$ cat src/rtl/demux_router.sv
// ---------------------------------------------------------------------------
// demux_router
//   Accepts {sel, data} words through a 2-entry in-order input FIFO and
//   delivers each word to one of four registered output slots chosen by sel.
//   Each slot has its own valid/ready handshake and an 8-bit wrapping counter
//   of delivered words.
//
// Ports
//   clk                 clock, all state changes on the rising edge
//   rst_n               asynchronous active-low reset
//   in_valid/in_ready   input handshake
//   in_data, in_sel     payload and destination index (sampled on handshake)
//   out_valid[3:0]      slot k holds a word
//   out_ready[3:0]      consumer k takes the word
//   out_data0..3        slot payloads
//   fifo_count          input FIFO occupancy (0..2)
//   route_cnt0..3       words delivered per output, wraps at 256
// ---------------------------------------------------------------------------
module demux_router #(
    parameter int WIDTH = 32
) (
    input  logic             clk,
    input  logic             rst_n,
    input  logic             in_valid,
    output logic             in_ready,
    input  logic [WIDTH-1:0] in_data,
    input  logic [1:0]       in_sel,
    output logic [3:0]       out_valid,
    input  logic [3:0]       out_ready,
    output logic [WIDTH-1:0] out_data0,
    output logic [WIDTH-1:0] out_data1,
    output logic [WIDTH-1:0] out_data2,
    output logic [WIDTH-1:0] out_data3,
    output logic [1:0]       fifo_count,
    output logic [7:0]       route_cnt0,
    output logic [7:0]       route_cnt1,
    output logic [7:0]       route_cnt2,
    output logic [7:0]       route_cnt3
);

    // FIFO entry layout: {sel, data}
    logic [WIDTH+1:0] fifo_mem_reg [2];
    logic             rd_ptr_reg;
    logic             wr_ptr_reg;
    logic [1:0]       count_reg;

    logic             slot_valid_reg [4];
    logic [WIDTH-1:0] slot_data_reg  [4];
    logic [7:0]       route_cnt_reg  [4];

    logic [WIDTH+1:0] head;
    logic [1:0]       head_sel;
    logic             push;
    logic             dispatch;
    logic             slot_free [4];

    assign in_ready = (count_reg != 2'd2);
    assign push     = in_valid && in_ready;
    assign head     = fifo_mem_reg[rd_ptr_reg];
    assign head_sel = head[WIDTH+1:WIDTH];

    // A slot can take the head if empty or being drained at this same edge.
    // Only the head is ever considered, so a stalled head blocks every slot.
    always_comb begin
        dispatch = 1'b0;
        if (count_reg != 2'd0) begin
            dispatch = slot_free[head_sel];
        end
    end

    always_ff @(posedge clk or negedge rst_n) begin
        if (!rst_n) begin
            fifo_mem_reg[0] <= '0;
            fifo_mem_reg[1] <= '0;
            rd_ptr_reg      <= 1'b0;
            wr_ptr_reg      <= 1'b0;
            count_reg       <= 2'd0;
        end else begin
            if (push) begin
                fifo_mem_reg[wr_ptr_reg] <= {in_sel, in_data};
                wr_ptr_reg               <= ~wr_ptr_reg;
            end
            if (dispatch) begin
                rd_ptr_reg <= ~rd_ptr_reg;
            end
            count_reg <= count_reg + {1'b0, push} - {1'b0, dispatch};
        end
    end

    generate
        for (genvar gi = 0; gi < 4; gi++) begin : g_slot
            logic hit;
            logic take;

            assign slot_free[gi] = !slot_valid_reg[gi] || out_ready[gi];
            assign hit           = dispatch && (head_sel == 2'(gi));
            assign take          = slot_valid_reg[gi] && out_ready[gi];

            always_ff @(posedge clk or negedge rst_n) begin
                if (!rst_n) begin
                    slot_valid_reg[gi] <= 1'b0;
                    slot_data_reg[gi]  <= '0;
                    route_cnt_reg[gi]  <= 8'd0;
                end else begin
                    // Refill wins over clear so a draining slot stays valid.
                    if (hit) begin
                        slot_valid_reg[gi] <= 1'b1;
                        slot_data_reg[gi]  <= head[WIDTH-1:0];
                    end else if (take) begin
                        slot_valid_reg[gi] <= 1'b0;
                    end
                    if (take) begin
                        route_cnt_reg[gi] <= route_cnt_reg[gi] + 8'd1;
                    end
                end
            end

            assign out_valid[gi] = slot_valid_reg[gi];
        end
    endgenerate

    assign fifo_count = count_reg;
    assign out_data0  = slot_data_reg[0];
    assign out_data1  = slot_data_reg[1];
    assign out_data2  = slot_data_reg[2];
    assign out_data3  = slot_data_reg[3];
    assign route_cnt0 = route_cnt_reg[0];
    assign route_cnt1 = route_cnt_reg[1];
    assign route_cnt2 = route_cnt_reg[2];
    assign route_cnt3 = route_cnt_reg[3];

endmodule
$ cat config.mk
export PLATFORM = sky130hd
export DESIGN_NAME = demux_router
export DESIGN_NICKNAME = d
export VERILOG_FILES = /design/src/rtl/demux_router.sv
export SDC_FILE = /design/constraint.sdc
export NUM_CORES = 1
export LEC_CHECK = 0
export ABC_AREA = 1
export BUFFER_PORTS_ARGS = -buffer_cell sky130_fd_sc_hd__buf_2
export CAP_MARGIN = 20
export CORE_MARGIN = 2
export CORE_UTILIZATION = 55
export DETAILED_ROUTE_END_ITERATION = 12
export HOLD_SLACK_MARGIN = 0.02
export PLACE_DENSITY = 0.86
export SLEW_MARGIN = 15
export SYNTH_ARGS = -nofsm -noshare
export SYNTH_HDL_FRONTEND = slang
export SYNTH_SLANG_ARGS = --single-unit
$ cat constraint.sdc
create_clock -name clk -period 2.1 [get_ports clk]
set_input_delay 0.105 -clock clk [delete_from_list [all_inputs] [get_ports clk]]
set_output_delay 0.105 -clock clk [all_outputs]
set_load 0.05 [all_outputs]
Word level (Yosys, flattened, before mapping)
Cells that the tools add are included.
{ "totals": {"word_cells": 78, "out_inout_bits": 167, "reg_bits": 236} }
{ "classes": {"magnitude_cmp": 4, "n_bitwise": 5, "mux": 18, "reduce_logical": 24, "n_eq_ne": 4, "n_addsub": 6} }
{ "ops": {"columns": ["op", "n"], "rows": [
  ["2-to-1 mux 34 bit", 4],
  ["bitwise mux 68 bit", 1],
  ["demux 34 bit (select 1 bit)", 1],
  ["adder 8 x 1 -> 8 bit, second input constant", 4],
  ["2-to-1 mux 1 bit", 11],
  ["logical AND 1 bit", 10],
  ["nonzero test 2 bit", 5],
  ["equality test 2 bit, second input constant", 2],
  ["greater-or-equal comparator 2 bit, second input constant", 2],
  ["logical NOT 1 bit", 4],
  ["logical OR 1 bit", 4],
  ["NOT 1 -> 2 bit", 2],
  ["greater-or-equal comparator 3 bit, second input constant", 1],
  ["NOT 2 -> 3 bit", 1],
  ["adder 2 x 1 -> 2 bit", 1],
  ["binary-select mux 1 bit (select 2 bit)", 1],
  ["equality test 2 x 1 -> 1 bit, second input constant", 1],
  ["logical NOT 2 bit", 1],
  ["less-than comparator 2 x 1 -> 1 bit, second input constant", 1],
  ["!= test 2 bit, second input constant", 1],
  ["NOT 1 bit", 2],
  ["subtractor 2 x 1 -> 2 bit", 1]
]} }

Logic depth before layout (Yosys ltp)
{ "depth": {"ltp_word": 11, "depth_mapped": 13, "depth_no_buf": 12} }

Worst setup path before layout
Ideal clock, no wire load.
{ "synth_timing": {"path_type": "register -> register", "start": "register count_reg[0] (netlist: fifo_count[0])", "end": "register fifo_mem_reg[66] (netlist name)", "synth_period_minus_slack_ns": 2.210, "slack_ns": -0.110, "t_arrival_ns": 2.080, "stages_incl_launch_ff": 10, "required_time_ns": 1.970, "setup_ns": 0.130, "cell_sequence": "dfrtp_1 -> inv_1 -> nand2_1 -> nand2_1 -> or2_2 -> clkbuf_1 -> buf_2 -> buf_6 -> nand2_1 -> o21ai_0"} }
{ "synth_between": {"elab_chain_cells": 2} }
{ "synth_lines": {"columns": ["item", "line_no", "source"], "rows": [
  ["start: declaration", "45", "logic [1:0] count_reg;"],
  ["start signal: assignment", "86", "count_reg <= count_reg + {1'b0, push} - {1'b0, dispatch};"],
  ["!= test 2 bit", "57", "assign in_ready = (count_reg != 2'd2);"],
  ["named net in_ready", "25", "output logic in_ready,"],
  ["logical AND 1 bit", "58", "assign push = in_valid && in_ready;"],
  ["end signal: indexed assignment", "80", "fifo_mem_reg[wr_ptr_reg] <= {in_sel, in_data};"],
  ["end: declaration", "42", "logic [WIDTH+1:0] fifo_mem_reg [2];"]
]} }
The timed path passes the listed nets, and every way through them passes these cells.
A chain may end at the register's enable or synchronous reset.

Worst setup path after layout
{ "layout_timing": {"start": "register rd_ptr_reg", "end": "register count_reg[1] (netlist: fifo_count[1])"} }
{ "layout_between": {"elab_chain_cells": 10} }
{ "layout_lines": {"columns": ["item", "line_no", "source"], "rows": [
  ["start: declaration", "43", "logic rd_ptr_reg;"],
  ["start signal: assignment", "84", "rd_ptr_reg <= ~rd_ptr_reg;"],
  ["NOT 1 -> 2 bit (implied by the code)", "59", "assign head = fifo_mem_reg[rd_ptr_reg];"],
  ["2-to-1 mux 34 bit (implied by the code) (3 in series)", "59", null],
  ["NOT 2 -> 3 bit (implied by the code)", "67", "dispatch = slot_free[head_sel];"],
  ["binary-select mux 1 bit (select 2 bit)", "67", null],
  ["2-to-1 mux 1 bit (implied by the code) (2 in series)", "67", null],
  ["2-to-1 mux 1 bit", "66", "if (count_reg != 2'd0) begin"],
  ["named net dispatch", "54", "logic dispatch;"],
  ["subtractor 2 x 1 -> 2 bit", "86", null]
]} }
The timed path passes the listed nets, and every way through them passes these cells. The select of a mux whose other input is x is not followed.

==> results.yml <==
outcome:
  outcome: "complete, no violations"
placement:
  place.gp.congestion: 0.862
  place.detailed.hpwl_um: 17600
  port-buffer-count: 207
synthesis:
  avgSynthCellArea_um2: 9.01
  synth_most_common_cell: "nand2_1"
  synth-edff-count: 0
  top_post_synthesis_cells_by_count: "nand2_1 (468), dfrtp_1 (236), nand4_1 (132), o21ai_0 (66), inv_1 (60)"
  syn_nets: 1167
  syn_area_mm2: 0.0101
  yosys.cell_types.count: 28
  syn-instance-count: 1120
  synth_top_area_share_pct: 58.5
  ys_seq_elements: 236
  synth.largest_area_cell: "dfrtp_1"
  ys_top_cells_by_area: "dfrtp_1 (59%), nand2_1 (17%), nand4_1 (8.2%)"
  postSynth.asyncResetShare_pct: 100
  synthFlopType: "dfrtp_1"
  yosysWarningCount: 0
  synth_seq_area_share_pct: 58.5
sta:
  unrepaired_setup_endpoints_after_global_routing: "false"
  maxSlewViolCount: 0
  timing.clock.skew_ns: 0.0136
  max-slew-margin-rel_pct: 59.2
  report.final.hold_viol_count: 0
  max_freq_mhz: 515
  timing.final.crit_period_ns: 1.94
  setup_violations: 0
  final_min_period_over_clock_period_pct: 92.5
  slew_at_the_pin_closest_to_its_max_slew_limit_ns: 0.611
  finalSetupTns_ns: 0
die:
  dieArea_mm2: 0.0194
  chipWidth_um: 139
  start_util_pct: 56.2
  core_mm2: 0.0180
  top_level_ports: 208
  die_height_um: 139
  floorplan.rows: 49
clocking:
  post_cts_setup_bufs: 0
  buffers_from_clock_root_to_sink_at_most: 3
  clk-insertion-delay-late_ns: 0.50
  cts-buffers-inserted: 23
  cts_num_sinks: 236
  tritoncts: "built"
  clock_pin_transition_on_the_worst_setup_and_hold_timing_paths_ns: 0.06
  root_buffer: "clkbuf_16"
  ctsHtreeMaxLevel: 1
global_route:
  total_global_routing_overflow: 0
  first_global_vias: 8027
  grtUsageTotal_pct: 26.8
  grt_start_max_net_pins: 75
  global_route_wire_length_before_repair_um: 42400
  number_of_antenna_violations_at_the_first_check_in_global_routing: 0
critical_path:
  crit_type: "reg2reg"
  timing.critical_path.from: "rd_ptr_reg"
  timing.critical_path.from_type: "register"
  worst_path_max_delay_cell: "dfrtp_2"
  critical-path-top-cell-by-count: "nand2_1"
  cp_data_required_time_ns: 2.48
  crit_chain: "inv_2 -> nand2_1 -> nand2_2 -> nand2_1 -> nor2_4 -> nor2_8 -> nand2_1 -> inv_1 -> ha_1 -> inv_1 -> ha_1 -> xnor2_1"
  rr_startpoint: "rd_ptr_reg"
  cp_data_arrival_time_ns: 2.32
  worst-path-buf-inv: 3
  worst_path_largest_cell_delay_ns: 0.44
  critical_path_peak_fanout: 12
  worstSetupEndpointType: "register"
  worst-path-stages: 12
  r2r_cells: 12
  worst_path_dominant_cell_family: "simple AND/OR/NAND/NOR gates"
layout:
  n_antenna_cell: 0
  largest_register_ff_count: 68
  nets: 1393
  layout-area-overhead-vs-synth_pct: 23.1
  num-fill-cells: 1399
  drive_gt1_share_pct: 21.5
route:
  route.final.wire_length_um: 26300
  total_via_count_after_detailed_routing: 8733
  drt_iter0_drc: 729
  drtPass1Iterations: 6
  routed_via_density: 5.50
  routedWlPerCell_um: 16.6
  detail-route-antenna-nets: 0
  drt_drc_violations_left: 0
hold_path:
  hp-class: "in2async"
run:
  maxCapViolCount: 0
[worst paths after layout]
| kind | to | slack [ns] |
|---|---|---|
| hold reg to reg | out_data3[23] | 0.46 |
| min in group clk | out_valid[0] | 0.35 |
| max in group asynchronous | route_cnt0[6] | 1.18 |
| setup reg to reg | fifo_count[1] | 0.16 |
| setup / recovery | fifo_count[1] | 0.16 |
| hold / removal | route_cnt1[6] | 0.15 |
[metal layers]
metal	wire (um)	part of all wire (%)	vias up	GRT usage [%]
met5	0	0	-	0
met4	1080	4.1	0	10.2
met3	1870	7.1	73	3.65
met2	12100	46	368	40.9
met1	11200	43	4197	39.5
li1	-	-	4095	-
[logic make-up (layout without fill, tap and decap cells)]
kind of cell               after synthesis  after routing  synth area share [%]
buffers and inverters                  136            374                  6.54
xor gates and xnor gates                28             28                  2.43
muxes                                    2              2                 0.223
adders and majority gates                6              6                 0.744
DFF                                    236            236                  58.5
AOI/OAI and AO/OA                       72             72                  3.61
and+or+nand+nor                        640            640                  27.9
[layout by cell type (no fill, tap or decap), drive strengths merged, types with 16 or more instances in the layout]
cell,Yosys,final
buf,51,235
clkbuf,23,30
dfrtp,236,236
dlygate4sd3,0,40
inv,62,62
nand2,470,470
nand4,132,132
nor2,16,16
o21ai,71,71
[metrics by stage]
| step | instance area, um^2 | setup slack, ns | utilization [%] | hold slack (ns) | cells |
|---|---|---|---|---|---|
| 6_report | 12400 | 0.158 | 69.1 | 0.146 | 1587 |
| 5_1_grt | 12400 | 0.00639 | 69.1 | 0.194 | 1587 |
| 4_1_cts | 12400 | 0.119 | 69.1 | 0.164 | 1587 |
| 3_5_place_dp | 11300 | 0.137 | 62.9 | 0.0991 | 1510 |
| 3_3_place_gp | 11300 | 0.225 | 62.9 | 0.0925 | 1510 |
| 2_1_floorplan | 10100 | 0.00535 | - | -0.191 | 1120 |
[layout make-up]
cell class,instances,area (um^2),area share (%)
clock inverter,7,60.1,0.484
sequential,236,5910,47.6
tap,229,287,2.31
timing repair buffer,275,1740,14.0
multi-input combinational,748,3540,28.5
clock buffer,30,652,5.25
inverter,62,235,1.89
[timing repair]
item	CTS	global route
hold buffers	40	0
resized for setup	0	3
hold endpoints to repair	156	0
setup endpoints to repair	0	68
Power is left out: the tool's default activity adds up to more than one toggle a clock period on the data nets, which glitch-free logic cannot reach.
